$ cat src/rtl/ifm_addr_pkg.sv
// Shared types and constants for the IFM read-address generator.
package ifm_addr_pkg;

  // Layer-walk controller states
  typedef enum logic [1:0] {
    ST_IDLE  = 2'd0,
    ST_SETUP = 2'd1,
    ST_RUN   = 2'd2,
    ST_DONE  = 2'd3
  } state_e;

  // Legal kernel and stride encodings
  localparam logic [1:0] K_ONE   = 2'd1;
  localparam logic [1:0] K_THREE = 2'd3;
  localparam logic [1:0] S_ONE   = 2'd1;
  localparam logic [1:0] S_TWO   = 2'd2;

  // Width of the tile_size field (holds 1..16)
  localparam int TILE_W = 5;

  // Number of valid output columns in a tile: min(array width, columns remaining)
  function automatic logic [TILE_W-1:0] clamp_tile(input logic [15:0] remaining,
                                                    input logic [15:0] sys);
    logic [15:0] r;
    r = (remaining < sys) ? remaining : sys;
    return r[TILE_W-1:0];
  endfunction

endpackage

$ cat src/rtl/ifm_win_counter.sv
// Nested kx / ky / channel counter for one convolution window.
// Wrap flags are combinational from the current counts; a full wrap
// (kx, ky and c all at their maximum) returns every count to zero.
module ifm_win_counter
  import ifm_addr_pkg::*;
#(
  parameter int CH_WIDTH = 11
) (
  input  logic                clk,
  input  logic                rst_n,
  input  logic                clear,
  input  logic                advance,
  input  logic [1:0]          k_max,
  input  logic [CH_WIDTH-1:0] c_max,
  output logic                kx_wrap,
  output logic                ky_wrap,
  output logic                c_wrap
);

  logic [1:0]          kx_q, kx_d;
  logic [1:0]          ky_q, ky_d;
  logic [CH_WIDTH-1:0] c_q, c_d;

  assign kx_wrap = (kx_q == k_max);
  assign ky_wrap = (ky_q == k_max);
  assign c_wrap  = (c_q == c_max);

  // Next count: kx fastest, then ky, then channel
  always_comb begin
    kx_d = kx_q;
    ky_d = ky_q;
    c_d  = c_q;
    if (clear) begin
      kx_d = '0;
      ky_d = '0;
      c_d  = '0;
    end else if (advance) begin
      if (!kx_wrap) begin
        kx_d = kx_q + 2'd1;
      end else begin
        kx_d = '0;
        if (!ky_wrap) begin
          ky_d = ky_q + 2'd1;
        end else begin
          ky_d = '0;
          c_d  = c_wrap ? '0 : c_q + CH_WIDTH'(1);
        end
      end
    end
  end

  // Count registers
  always_ff @(posedge clk or negedge rst_n) begin
    if (!rst_n) begin
      kx_q <= '0;
      ky_q <= '0;
      c_q  <= '0;
    end else begin
      kx_q <= kx_d;
      ky_q <= ky_d;
      c_q  <= c_d;
    end
  end

endmodule

$ cat src/rtl/ifm_addr_gen.sv
// Run-time configurable IFM read-address generator. Walks a full layer
// strip by strip (SYSTOLIC_SIZE output columns), row by row inside a strip,
// and streams C*K*K window addresses per tile over valid/ready.
// After the single setup cycle every address is produced by additions only.
module ifm_addr_gen
  import ifm_addr_pkg::*;
#(
  parameter int SYSTOLIC_SIZE = 16,
  parameter int ADDR_WIDTH    = 20,
  parameter int DIM_WIDTH     = 10,
  parameter int CH_WIDTH      = 11
) (
  input  logic                  clk,
  input  logic                  rst_n,
  input  logic                  start,
  input  logic [ADDR_WIDTH-1:0] cfg_base,
  input  logic [DIM_WIDTH-1:0]  cfg_ifm_size,
  input  logic [CH_WIDTH-1:0]   cfg_channel,
  input  logic [1:0]            cfg_kernel,
  input  logic [1:0]            cfg_stride,
  output logic                  addr_valid,
  input  logic                  addr_ready,
  output logic [ADDR_WIDTH-1:0] ifm_addr,
  output logic [TILE_W-1:0]     tile_size,
  output logic                  tile_last,
  output logic                  busy,
  output logic                  done
);

  localparam int COL_W = DIM_WIDTH + 1;

  state_e                state_q, state_d;

  // Layer configuration captured on start
  logic [ADDR_WIDTH-1:0] base_q, base_d;
  logic [DIM_WIDTH-1:0]  w_q, w_d;
  logic [1:0]            k_q, k_d;
  logic [1:0]            s_q, s_d;
  logic [CH_WIDTH-1:0]   c_q, c_d;

  // Constants derived once in SETUP
  logic [DIM_WIDTH-1:0]  ofm_q, ofm_d;
  logic [ADDR_WIDTH-1:0] plane_q, plane_d;
  logic [ADDR_WIDTH-1:0] row_step_q, row_step_d;
  logic [ADDR_WIDTH-1:0] strip_step_q, strip_step_d;

  // Running pointers: strip origin, output-row origin, channel origin, kernel line, address
  logic [ADDR_WIDTH-1:0] strip_ptr_q, strip_ptr_d;
  logic [ADDR_WIDTH-1:0] row_ptr_q, row_ptr_d;
  logic [ADDR_WIDTH-1:0] chan_q, chan_d;
  logic [ADDR_WIDTH-1:0] line_q, line_d;
  logic [ADDR_WIDTH-1:0] addr_q, addr_d;

  // Tile position
  logic [DIM_WIDTH-1:0]  row_q, row_d;
  logic [COL_W-1:0]      col0_q, col0_d;
  logic [TILE_W-1:0]     tile_size_q, tile_size_d;

  // Combinational helpers
  logic [DIM_WIDTH-1:0]  span;
  logic [DIM_WIDTH-1:0]  ofm_calc;
  logic [ADDR_WIDTH-1:0] w_ext;
  logic [ADDR_WIDTH-1:0] next_line, next_chan, next_row, next_strip;
  logic [COL_W-1:0]      col0_next;
  logic                  last_row, more_strips;
  logic                  accept, cnt_clear;
  logic                  kx_wrap, ky_wrap, c_wrap;
  logic [1:0]            k_max;
  logic [CH_WIDTH-1:0]   c_max;

  assign w_ext       = ADDR_WIDTH'(w_q);
  assign span        = (k_q == K_ONE) ? (w_q - DIM_WIDTH'(1)) : (w_q - DIM_WIDTH'(3));
  assign ofm_calc    = ((s_q == S_TWO) ? (span >> 1) : span) + DIM_WIDTH'(1);
  assign next_line   = line_q + w_ext;
  assign next_chan   = chan_q + plane_q;
  assign next_row    = row_ptr_q + row_step_q;
  assign next_strip  = strip_ptr_q + strip_step_q;
  assign col0_next   = col0_q + COL_W'(SYSTOLIC_SIZE);
  assign last_row    = (row_q == (ofm_q - DIM_WIDTH'(1)));
  assign more_strips = (col0_next < COL_W'(ofm_q));
  assign accept      = (state_q == ST_RUN) && addr_ready;
  assign k_max       = (k_q == K_THREE) ? 2'd2 : 2'd0;
  assign c_max       = c_q - CH_WIDTH'(1);

  ifm_win_counter #(
    .CH_WIDTH (CH_WIDTH)
  ) u_win_counter (
    .clk     (clk),
    .rst_n   (rst_n),
    .clear   (cnt_clear),
    .advance (accept),
    .k_max   (k_max),
    .c_max   (c_max),
    .kx_wrap (kx_wrap),
    .ky_wrap (ky_wrap),
    .c_wrap  (c_wrap)
  );

  assign addr_valid = (state_q == ST_RUN);
  assign ifm_addr   = addr_q;
  assign tile_size  = tile_size_q;
  assign tile_last  = (state_q == ST_RUN) && kx_wrap && ky_wrap && c_wrap;
  assign busy       = (state_q != ST_IDLE);
  assign done       = (state_q == ST_DONE);

  // Next-state, config capture, setup derivation and pointer stepping
  always_comb begin
    state_d      = state_q;
    base_d       = base_q;
    w_d          = w_q;
    k_d          = k_q;
    s_d          = s_q;
    c_d          = c_q;
    ofm_d        = ofm_q;
    plane_d      = plane_q;
    row_step_d   = row_step_q;
    strip_step_d = strip_step_q;
    strip_ptr_d  = strip_ptr_q;
    row_ptr_d    = row_ptr_q;
    chan_d       = chan_q;
    line_d       = line_q;
    addr_d       = addr_q;
    row_d        = row_q;
    col0_d       = col0_q;
    tile_size_d  = tile_size_q;
    cnt_clear    = 1'b0;

    case (state_q)
      ST_IDLE: begin
        if (start) begin
          state_d   = ST_SETUP;
          base_d    = cfg_base;
          w_d       = cfg_ifm_size;
          k_d       = cfg_kernel;
          s_d       = cfg_stride;
          c_d       = cfg_channel;
          cnt_clear = 1'b1;
        end
      end

      ST_SETUP: begin
        // The only multiply in the block: channel plane size
        ofm_d        = ofm_calc;
        plane_d      = w_ext * w_ext;
        row_step_d   = (s_q == S_ONE) ? w_ext : (w_ext << 1);
        strip_step_d = (s_q == S_ONE) ? ADDR_WIDTH'(SYSTOLIC_SIZE)
                                      : ADDR_WIDTH'(SYSTOLIC_SIZE * 2);
        strip_ptr_d  = base_q;
        row_ptr_d    = base_q;
        chan_d       = base_q;
        line_d       = base_q;
        addr_d       = base_q;
        row_d        = '0;
        col0_d       = '0;
        tile_size_d  = clamp_tile(16'(ofm_calc), 16'(SYSTOLIC_SIZE));
        state_d      = ST_RUN;
      end

      ST_RUN: begin
        if (addr_ready) begin
          if (!kx_wrap) begin
            addr_d = addr_q + ADDR_WIDTH'(1);
          end else if (!ky_wrap) begin
            line_d = next_line;
            addr_d = next_line;
          end else if (!c_wrap) begin
            chan_d = next_chan;
            line_d = next_chan;
            addr_d = next_chan;
          end else if (!last_row) begin
            row_d     = row_q + DIM_WIDTH'(1);
            row_ptr_d = next_row;
            chan_d    = next_row;
            line_d    = next_row;
            addr_d    = next_row;
          end else if (more_strips) begin
            row_d       = '0;
            col0_d      = col0_next;
            strip_ptr_d = next_strip;
            row_ptr_d   = next_strip;
            chan_d      = next_strip;
            line_d      = next_strip;
            addr_d      = next_strip;
            tile_size_d = clamp_tile(16'(COL_W'(ofm_q) - col0_next), 16'(SYSTOLIC_SIZE));
          end else begin
            state_d = ST_DONE;
          end
        end
      end

      ST_DONE: begin
        state_d = ST_IDLE;
      end

      default: begin
        state_d = ST_IDLE;
      end
    endcase
  end

  // State, configuration and datapath registers
  always_ff @(posedge clk or negedge rst_n) begin
    if (!rst_n) begin
      state_q      <= ST_IDLE;
      base_q       <= '0;
      w_q          <= '0;
      k_q          <= '0;
      s_q          <= '0;
      c_q          <= '0;
      ofm_q        <= '0;
      plane_q      <= '0;
      row_step_q   <= '0;
      strip_step_q <= '0;
      strip_ptr_q  <= '0;
      row_ptr_q    <= '0;
      chan_q       <= '0;
      line_q       <= '0;
      addr_q       <= '0;
      row_q        <= '0;
      col0_q       <= '0;
      tile_size_q  <= TILE_W'(SYSTOLIC_SIZE);
    end else begin
      state_q      <= state_d;
      base_q       <= base_d;
      w_q          <= w_d;
      k_q          <= k_d;
      s_q          <= s_d;
      c_q          <= c_d;
      ofm_q        <= ofm_d;
      plane_q      <= plane_d;
      row_step_q   <= row_step_d;
      strip_step_q <= strip_step_d;
      strip_ptr_q  <= strip_ptr_d;
      row_ptr_q    <= row_ptr_d;
      chan_q       <= chan_d;
      line_q       <= line_d;
      addr_q       <= addr_d;
      row_q        <= row_d;
      col0_q       <= col0_d;
      tile_size_q  <= tile_size_d;
    end
  end

endmodule

$ cat config.mk
export PLATFORM = sky130hd
export DESIGN_NAME = ifm_addr_gen
export DESIGN_NICKNAME = d
export VERILOG_FILES = /design/src/rtl/ifm_addr_pkg.sv /design/src/rtl/ifm_win_counter.sv /design/src/rtl/ifm_addr_gen.sv
export SDC_FILE = /design/constraint.sdc
export NUM_CORES = 1
export LEC_CHECK = 0
export CAP_MARGIN = 25
export CORE_UTILIZATION = 65
export CTS_CLUSTER_SIZE = 10
export DETAILED_ROUTE_END_ITERATION = 16
export PLACE_DENSITY = 0.86
export SYNTH_ARGS = -nofsm -noshare
export SYNTH_HDL_FRONTEND = slang
export SYNTH_SLANG_ARGS = --single-unit
$ cat constraint.sdc
create_clock -name clk -period 15.4 [get_ports clk]
set_input_delay 1.54 -clock clk [delete_from_list [all_inputs] [get_ports clk]]
set_output_delay 1.54 -clock clk [all_outputs]
set_load 0.01 [all_outputs]
==> Word level (Yosys, flattened, before mapping) <==
Index checks and enable logic that the tools add are counted.
{ "classes": {"addsub": 16, "mul": 1, "magnitude_cmp": 3, "eq_ne": 23, "mux": 75, "n_reduce_logical": 19} }
{ "op_table": {"columns": ["cell", "n"], "rows": [
  ["$mux W20", 20],
  ["$pmux W20 S2", 5],
  ["$mux W11", 12],
  ["$mux W10", 8],
  ["$add A20 B20 Y20", 3],
  ["$mux W5", 8],
  ["$mux W2", 15],
  ["$pmux W11 S2", 1],
  ["$add A10 B1 Y10 const B", 2],
  ["$add A20 B1 Y20 const B", 1],
  ["$add A20 B10 Y20", 1],
  ["$mul A10 B10 Y20", 1],
  ["$pmux W10 S2", 1],
  ["$sub A10 B1 Y10 const B", 2],
  ["$lt A16 B5 Y1 const B", 1],
  ["$reduce_and A7 Y1", 2],
  ["$ne A2 B1 Y1 const B", 6],
  ["$sub A10 B11 Y12", 1],
  ["$add A11 B1 Y11 const B", 1],
  ["$add A11 B5 Y11 const B", 1],
  ["$eq A11 B11 Y1", 1],
  ["$lt A11 B10 Y1", 1],
  ["$sub A11 B1 Y11 const B", 1],
  ["$eq A10 B10 Y1", 1],
  ["other kinds (23)", 41]
]} }
{ "word_totals": {"ff_bits": 258, "output_inout_bits": 29} }

==> Logic depth before layout (Yosys ltp) <==
{ "logic_depth": {"depth_word": 11, "depth_mapped": 23} }

==> Cells and area by module <==
A second synthesis with hierarchy kept.
{ "unflattened": {"cells_unflattened": 2133, "area_unflattened_um2": 18576.6} }
{ "modules_own_cells": {"columns": ["mod", "n_inst", "cells_per_inst", "area_each_um2", "seq_area_each_um2"], "rows": [
  ["ifm_addr_gen", 1, 2023, 17479.3, 5281.3],
  ["ifm_win_counter", 1, 110, 1097.3, 375.4]
]} }

==> Worst setup path before layout <==
No wires, ideal clock.
{ "synth_timing": {"kind": "register to register", "startpoint": "register w_q[0]", "endpoint": "register plane_q[17]", "setup_ns": 0.125, "t_arrival_ns": 5.771, "path_slack_ns": 9.504, "path_stages_with_launch": 21, "path_cell_list": "dfrtp_1 clkbuf_1 clkbuf_1 nand2_1 fa_1 fa_1 inv_1 fa_1 fa_1 inv_1 fa_1 inv_1 ha_1 a211o_1 o311ai_0 a21oi_1 a41oi_1 nand2b_1 a21oi_1 xnor2_1 mux2_2"} }
{ "synth_via": {"elab_chain_cells": 1} }
{ "synth_rtl": {"columns": ["item", "line_no", "rtl"], "rows": [
  ["start: declaration", "ifm_addr_gen.sv:36", "logic [DIM_WIDTH-1:0] w_q, w_d;"],
  ["start signal: assignment", "ifm_addr_gen.sv:225", "w_q <= w_d;"],
  ["$mul A10 B10 Y20", "ifm_addr_gen.sv:144", "plane_d = w_ext * w_ext;"],
  ["end signal: assignment", "ifm_addr_gen.sv:230", "plane_q <= plane_d;"],
  ["end: declaration", "ifm_addr_gen.sv:43", "logic [ADDR_WIDTH-1:0] plane_q, plane_d;"]
]} }
No other way between the ends.
A chain may end at the register's enable or synchronous reset.

==> Final worst setup path <==
Ends and elaborated chain as after synthesis.

==> results_tabular.tex <==
\begin{tabular}{lr}
\hline
Metric & Value \\
\hline
\multicolumn{2}{l}{\textbf{Timing}} \\
Worst hold slack & 478 ps \\
Number of endpoints failing setup at the final stage & 0 \\
Sum Neg Setup Slack & 0 ps \\
Worst clock skew & 58.6 ps \\
Post-layout min period & 6460 ps \\
Timing-limited maximum frequency & 155 MHz \\
Number of pins with negative max-slew slack in the final report & 0 \\
Fin. Hold Viols & 0 \\
Setup repair after global routing missed its margin & false \\
Remaining max-slew budget at the tightest pin & 31.8\% \\
Tcrit/Tclk final & 42.0\% \\
Slew at the pin with the worst max-slew slack & 1020 ps \\
\multicolumn{2}{l}{\textbf{Critical path}} \\
Setup slack of the most critical reg-to-reg path & 8940 ps \\
CP arrival & 6880 ps \\
Terminus of the critical flop-to-flop path & plane\_q[17] \\
Max Fanout on Critical Path & 24 \\
Largest incremental delay on the critical path & 840 ps \\
Critical register-to-register path startpoint & w\_q[0] \\
Most common cell on crit path & sky130\_fd\_sc\_hd\_\_fa\_1 \\
WS Path Type & reg -> reg \\
Capturing element type of the critical path & flip-flop \\
Ordered cell list for the critical path & nand2\_1 > fa\_1 > fa\_1 > inv\_1 > fa\_1 > fa\_1 > inv\_1 > fa\_1 > inv\_1 > ha\_1 > a211o\_1 > o311ai\_0 > a21oi\_1 > a41oi\_1 > nand2b\_1 > a21oi\_1 > xnor2\_1 > mux2\_2 \\
Worst path required time & 15820 ps \\
Launching element type of the critical path & flip-flop \\
End point of the critical path & plane\_q[17] \\
Count of cells along the worst register-to-register path & 18 \\
Cell with the biggest individual delay on the critical path & sky130\_fd\_sc\_hd\_\_dfrtp\_1 \\
Crit path from & w\_q[0] \\
\multicolumn{2}{l}{\textbf{CTS}} \\
Clock Latency Late Sink & 590 ps \\
Count of cells resized by post-cts repair & 0 \\
Clock Sink Count & 226 \\
Clock-pin slew of the registers on the worst-case setup and hold paths & 60 ps \\
TritonCTS clock tree & built \\
Cts bufs inserted & 28 \\
CTS H-Tree Depth & 1 \\
CTS hold repair buffers & 0 \\
Clock Tree Root & sky130\_fd\_sc\_hd\_\_clkbuf\_16 \\
Buffers from clock root to sink, at most & 3 \\
Number of setup buffers added after CTS & 0 \\
\multicolumn{2}{l}{\textbf{Floorplanning}} \\
Cell row count & 60 \\
X dimension of the die & 167 µm \\
Area of the core & 0.0269 mm² \\
Initial standard-cell utilization of the core & 66.0\% \\
Height of the die & 167 µm \\
Number of primary I/O pins & 78 \\
Area of the die & 0.0279 mm² \\
\multicolumn{2}{l}{\textbf{Status}} \\
Result of the run & completed \\
\multicolumn{2}{l}{\textbf{GRT}} \\
GRT Total Usage & 37.5\% \\
Pin count of the biggest net entering global routing & 81 \\
Number of antenna violations at the first check in global routing & 0 \\
Wire length of the first global-routing pass & 83.2 mm \\
Number of global-route vias before repair & 15800 \\
Total global routing overflow & 0 \\
\multicolumn{2}{l}{\textbf{Power and ir drop}} \\
Maximum resistive drop on vdd & 0.0000965 V \\
Pwr per Cell Area & 97.5 mW/mm² \\
Leakage power & 9.01 nW \\
\multicolumn{2}{l}{\textbf{Min path}} \\
Type of the worst min-delay path & reg -> reg \\
\multicolumn{2}{l}{\textbf{Placed design}} \\
DP Wirelength & 37.6 mm \\
Post-DP Area & 0.0187 mm² \\
Final weighted congestion of routability-driven global placement & 0.970 \\
Count of input and output buffers & 77 \\
\multicolumn{2}{l}{\textbf{Logic synthesis}} \\
Average cell area after synthesis & 8.49 µm² \\
Net count of the mapped netlist & 2300 \\
Yosys synthesis warning count & 0 \\
Sequential area share after synthesis & 31.9\% \\
Synthesis-stage register bit count & 226 \\
Library cells used by synthesis & 85 \\
Cells after synthesis & 2089 \\
Top FF cell, synth & sky130\_fd\_sc\_hd\_\_dfrtp\_1 \\
Share of async-settable or async-resettable flops after synthesis & 100\% \\
Number of flops mapped to enable cells by yosys & 0 \\
Summed instance area of the synthesized netlist & 0.0177 mm² \\
\multicolumn{2}{l}{\textbf{Finish}} \\
Leading cell type in the layout, fill and taps excluded & sky130\_fd\_sc\_hd\_\_nand2\_1 \\
Top library cells by usage in the layout, fill and taps aside & sky130\_fd\_sc\_hd\_\_nand2\_1 (290), sky130\_fd\_sc\_hd\_\_dfrtp\_1 (225), sky130\_fd\_sc\_hd\_\_nor2\_1 (154), sky130\_fd\_sc\_hd\_\_a21oi\_1 (151), sky130\_fd\_sc\_hd\_\_o21ai\_0 (128) \\
Diode insertion count for antenna repair & 0 \\
Layout cell share with drive strength beyond 1 & 5.27\% \\
Cell area after layout & 0.0196 mm² \\
NumNets Final & 2327 \\
Area Overhead vs Synth & 10.5\% \\
Number of fillers in the final layout & 1952 \\
\multicolumn{2}{l}{\textbf{Routing}} \\
Initial DRC Count & 2009 \\
Number of vias after detailed routing & 16300 \\
ANT nets after route & 0 \\
Number of remaining DRC errors & 0 \\
First-pass iteration count of the detailed router & 7 \\
Routed wirelength normalized by instance count & 21.0 µm \\
Wirelength, routed & 51.7 mm \\
Vias per Instance & 6.62 \\
\multicolumn{2}{l}{\textbf{Run}} \\
Max Cap Viol & 0 \\
\hline
\end{tabular}
-- where the power goes --
part / internal, mW / total [mW] / leakage, nW / switching [mW]
Clock: 0.359 / 0.618 / 0.405 / 0.260
Combinational: 0.249 / 0.552 / 5.74 / 0.304
Sequential: 0.661 / 0.738 / 2.86 / 0.0774
-- worst min-delay path by stage --
stage,startpoint,endpoint,slack (ps),cells after the start
finish,base_q[12],base_q[12],480,2
global route,chan_q[10],chan_q[10],490,1
CTS,line_q[0],line_q[0],480,1
detailed placement,base_q[12],base_q[12],470,2
global placement,base_q[12],base_q[12],460,2
floorplan,base_q[12],base_q[12],440,2
-- cell usage after synthesis, drive strengths merged (7+ instances only) --
master | number | area share, %
a221o | 9 | 0.51
o21a | 15 | 0.64
o31ai | 32 | 1.4
a22o | 7 | 0.35
nand3 | 54 | 1.5
a22oi | 8 | 0.34
dfrtp | 225 | 32
o22ai | 7 | 0.25
nand2 | 291 | 6.2
or3 | 20 | 0.73
buf | 29 | 0.80
nand2b | 18 | 0.64
clkbuf | 72 | 1.5
mux2i | 31 | 1.8
nor2 | 155 | 3.3
xor2 | 51 | 2.5
xnor2 | 86 | 4.2
nor3 | 38 | 1.1
a21o | 47 | 2.0
a211o | 8 | 0.40
o211ai | 20 | 0.85
a221oi | 10 | 0.49
nor2b | 37 | 1.3
nor4 | 8 | 0.42
ha | 111 | 7.8
and3 | 33 | 1.2
a21oi | 152 | 4.3
a31oi | 25 | 0.88
a211oi | 26 | 1.1
o21ai | 134 | 3.8
and2 | 31 | 1.1
nand4 | 11 | 0.42
fa | 51 | 5.8
mux2 | 21 | 1.3
inv | 116 | 2.5
-- layout make-up --
cell class                      instances  area, µm²  share of cell area (%)
Timing Repair Buffer                   98        971                    4.96
Clock inverter                          4       73.8                   0.377
Sequential cell                       226       5660                    28.9
Multi-Input combinational cell       1645      11300                    57.5
Tap cell                              341        427                    2.18
Clock buffer                           35        757                    3.87
Inverter                              117        439                    2.24
-- worst max-delay path: cells and delay by family (launching register included) --
family / cells / cell delay (ps)
buffers and inverters: 3 / 160
XOR/XNOR: 1 / 90
flip-flops: 1 / 840
adder cells (fa/ha/maj): 6 / 3050
multiplexers: 1 / 260
AO/OA/AOI/OAI: 5 / 1500
AND/OR/NAND/NOR: 2 / 370
-- registers in the layout (all words and copies together), names as in the netlist --
signal and cells:
base_q 20, chan_q 20, ifm_addr 20, line_q 20, row_ptr_q 20, strip_ptr_q 20
plane_q 19, c_q 11, row_step_q 11, u_win_counter.c_q 11, ofm_q 10, row_q 10
w_q 10, col0_q 7, tile_size 5, k_q 2, s_q 2, state_q 2
strip_step_q 2, u_win_counter.kx_q 2, u_win_counter.ky_q 2
-- layer usage --
metal  GRT usage, %  wire length, µm  up-vias  share of wire, %
li1               -                -     7400                 -
met1           50.3            20400     7789                40
met2           59.0            23100      964                45
met3           6.48             5410      160                10
met4           18.4             2720        0               5.3
met5              0                0        -                 0
-- cell families after synthesis --
| kind of cell | synth area share (%) |
|---|---|
| buffers and inverters | 4.81 |
| adders and majority gates | 13.6 |
| xor gates and xnor gates | 6.77 |
| DFF | 31.9 |
| AOI/OAI and AO/OA | 20.3 |
| and+or+nand+nor | 19.5 |
| other | 0.0424 |
| muxes | 3.08 |
-- through the flow --
stage | utilization (%) | total power, mW | instances | setup slack (ps)
detailed placement | 69.5 | 1.27 | 2423 | 9050
finish | 72.9 | 1.91 | 2466 | 8940
global placement | 69.5 | 1.25 | 2423 | 9250
CTS | 72.6 | 1.89 | 2462 | 8980
global route | 72.9 | 1.98 | 2466 | 8670
floorplan | - | 1.08 | 2089 | 9500
Power figures use the tool's default switching activity.
==> edit: new RTL, same flow settings <==
`CH_WIDTH` is set to 11 in 2 places; all go to 13.
--- a/src/rtl/ifm_win_counter.sv
+++ b/src/rtl/ifm_win_counter.sv
@@ -5,5 +5,5 @@
   import ifm_addr_pkg::*;
 #(
-  parameter int CH_WIDTH = 11
+  parameter int CH_WIDTH = 13
 ) (
   input  logic                clk,
--- a/src/rtl/ifm_addr_gen.sv
+++ b/src/rtl/ifm_addr_gen.sv
@@ -9,5 +9,5 @@
   parameter int ADDR_WIDTH    = 20,
   parameter int DIM_WIDTH     = 10,
-  parameter int CH_WIDTH      = 11
+  parameter int CH_WIDTH      = 13
 ) (
   input  logic                  clk,
Interface: changed (resized cfg_channel); port bits go from 78 to 80. No check against the original RTL was run, so the function may have changed too.
==> edit against the unedited design <==
  * Sequential cell count is 4 higher
  * Wire length is 4.1% higher
  * Cell area increased by 3.5%
  * Synthesized cell count increased by 3.3%
  * Setup slack gained 0.23 ns
  * Area after synthesis increased by 4.1%
  * Sequential share of layout area is 0.48 points lower
  * Critical path type unchanged
  * Largest cell class unchanged
Power is not shown: default switching activity piles up to over one toggle a cycle in this logic, so the estimate is an artifact.
==> edit: results (changes against the unedited design) <==
Outcome
  – Status: finished, final reports clean

Placed design
  – HPWL Detailed: 38.5 mm (+2.2%)
  – DP Worst Slack: 9.34 ns (+0.292 ns)
  – Final Wtd Congestion: 0.962 (-0.89%)
  – Placed cell area: 0.0194 mm^2 (+3.7%)

Logic synthesis
  – Dominant cells by area after synthesis: dfrtp_1 (31%), ha_1 (7.5%), nand2_1 (6.0%)
  – Commonest cells post-synth: nand2_1 (297), dfrtp_1 (229), a21oi_1 (146)
  – Count of cell types in the netlist: 98 (+15%)
  – Avg Cell Area, Syn: 8.55 um^2 (+0.81%)
  – Sequential area share after synthesis: 31.2% (-0.73 points)

GRT
  – Largest net degree at the start of global routing: 95 (+17%)
  – Initial antenna violation count: 1 (+1)
  – Vias in the first global route: 16200 (+2.5%)

Route
  – Metal2 WL: 24.7 mm (+6.8%)
  – Final wirelength: 53.8 mm (+4.1%)
  – Initial DRC Count: 1818 (-9.5%)
  – Met3 WL: 4.08 mm (-24%)
  – DR pass1 iterations: 5 (-2)
  – DR top layer: met4
  – Via/cell ratio: 6.56 (-0.82%)

Timing
  – Slew @ Worst Pin: 1.07 ns (+0.0474 ns)
  – Worst Clk Skew: 0.0177 ns (-0.0409 ns)
  – Hold Violations, Final: 0 (unchanged)

Worst setup path
  – Critical path arrival: 6.67 ns (-0.21 ns)

Die
  – Rows: 61 (+1.7%)

Final layout
  – Layout cells sized above 1: 5.66% (+0.39 points)
  – Final non-filler cell total: 2570 (+4.2%)

Clocking
  – Clock slew seen by the registers of the worst setup and hold paths: 0.07 ns
  – Clk_lat worst skew: 0.56 ns (-0.03 ns)
-- edit: changes by cell type in the layout (fill, tap and decap cells not counted), moves of 8 or more --
| cell | change |
|---|---|
| a211oi_1 | +9 |
| and3_1 | +16 |
| clkbuf_1 | +8 |
| nor2_1 | -9 |
| nor2b_1 | -11 |
| o21ai_0 | +9 |
| o22ai_1 | +9 |
| o31ai_1 | -8 |
-- edit: cells by family (layout without fill, tap and decap cells) --
| family | Yosys count | count (layout) | share of synthesized area [%] |
|---|---|---|---|
| muxes | 54 | 54 | 3.11 |
| other | 2 | 3 | 0.0407 |
| buffers and inverters | 227 | 260 | 5.13 |
| AOI/OAI and AO/OA | 582 | 582 | 21.1 |
| and+or+nand+nor | 766 | 766 | 20.0 |
| adders and majority gates | 161 | 161 | 13.0 |
| DFF | 230 | 230 | 31.2 |
| xor gates and xnor gates | 136 | 136 | 6.45 |
-- edit: path summary, 6_finish.rpt --
kind / from / end / slack (ns) / depth (start not counted)
max reg2reg: w_q[6] / plane_q[19] / 9.16 / 20
min: chan_q[7] / chan_q[7] / 0.48 / 2
max in group asynchronous: rst_n / line_q[19] / 12.98 / 2
max: w_q[6] / plane_q[19] / 9.16 / 20
min reg2reg: chan_q[7] / chan_q[7] / 0.48 / 2
min in group asynchronous: rst_n / ofm_q[4] / 1.00 / 1
-- edit: layout make-up --
type,instances,area [um^2]
multi-input cells,1701,11800
fillers,2084,7590
flip-flops and latches,230,5760
repair buffers,97,991
clock buffers,44,812
well taps,378,473
inverters,116,435
clock inverters,3,17.5
diodes,1,2.50
-- edit: metal layers --
metal	vias up	global-route usage, %
li1	7686	-
met2	808	60.4
met1	8178	49.0
met5	-	0
met4	0	19.2
met3	189	5.64
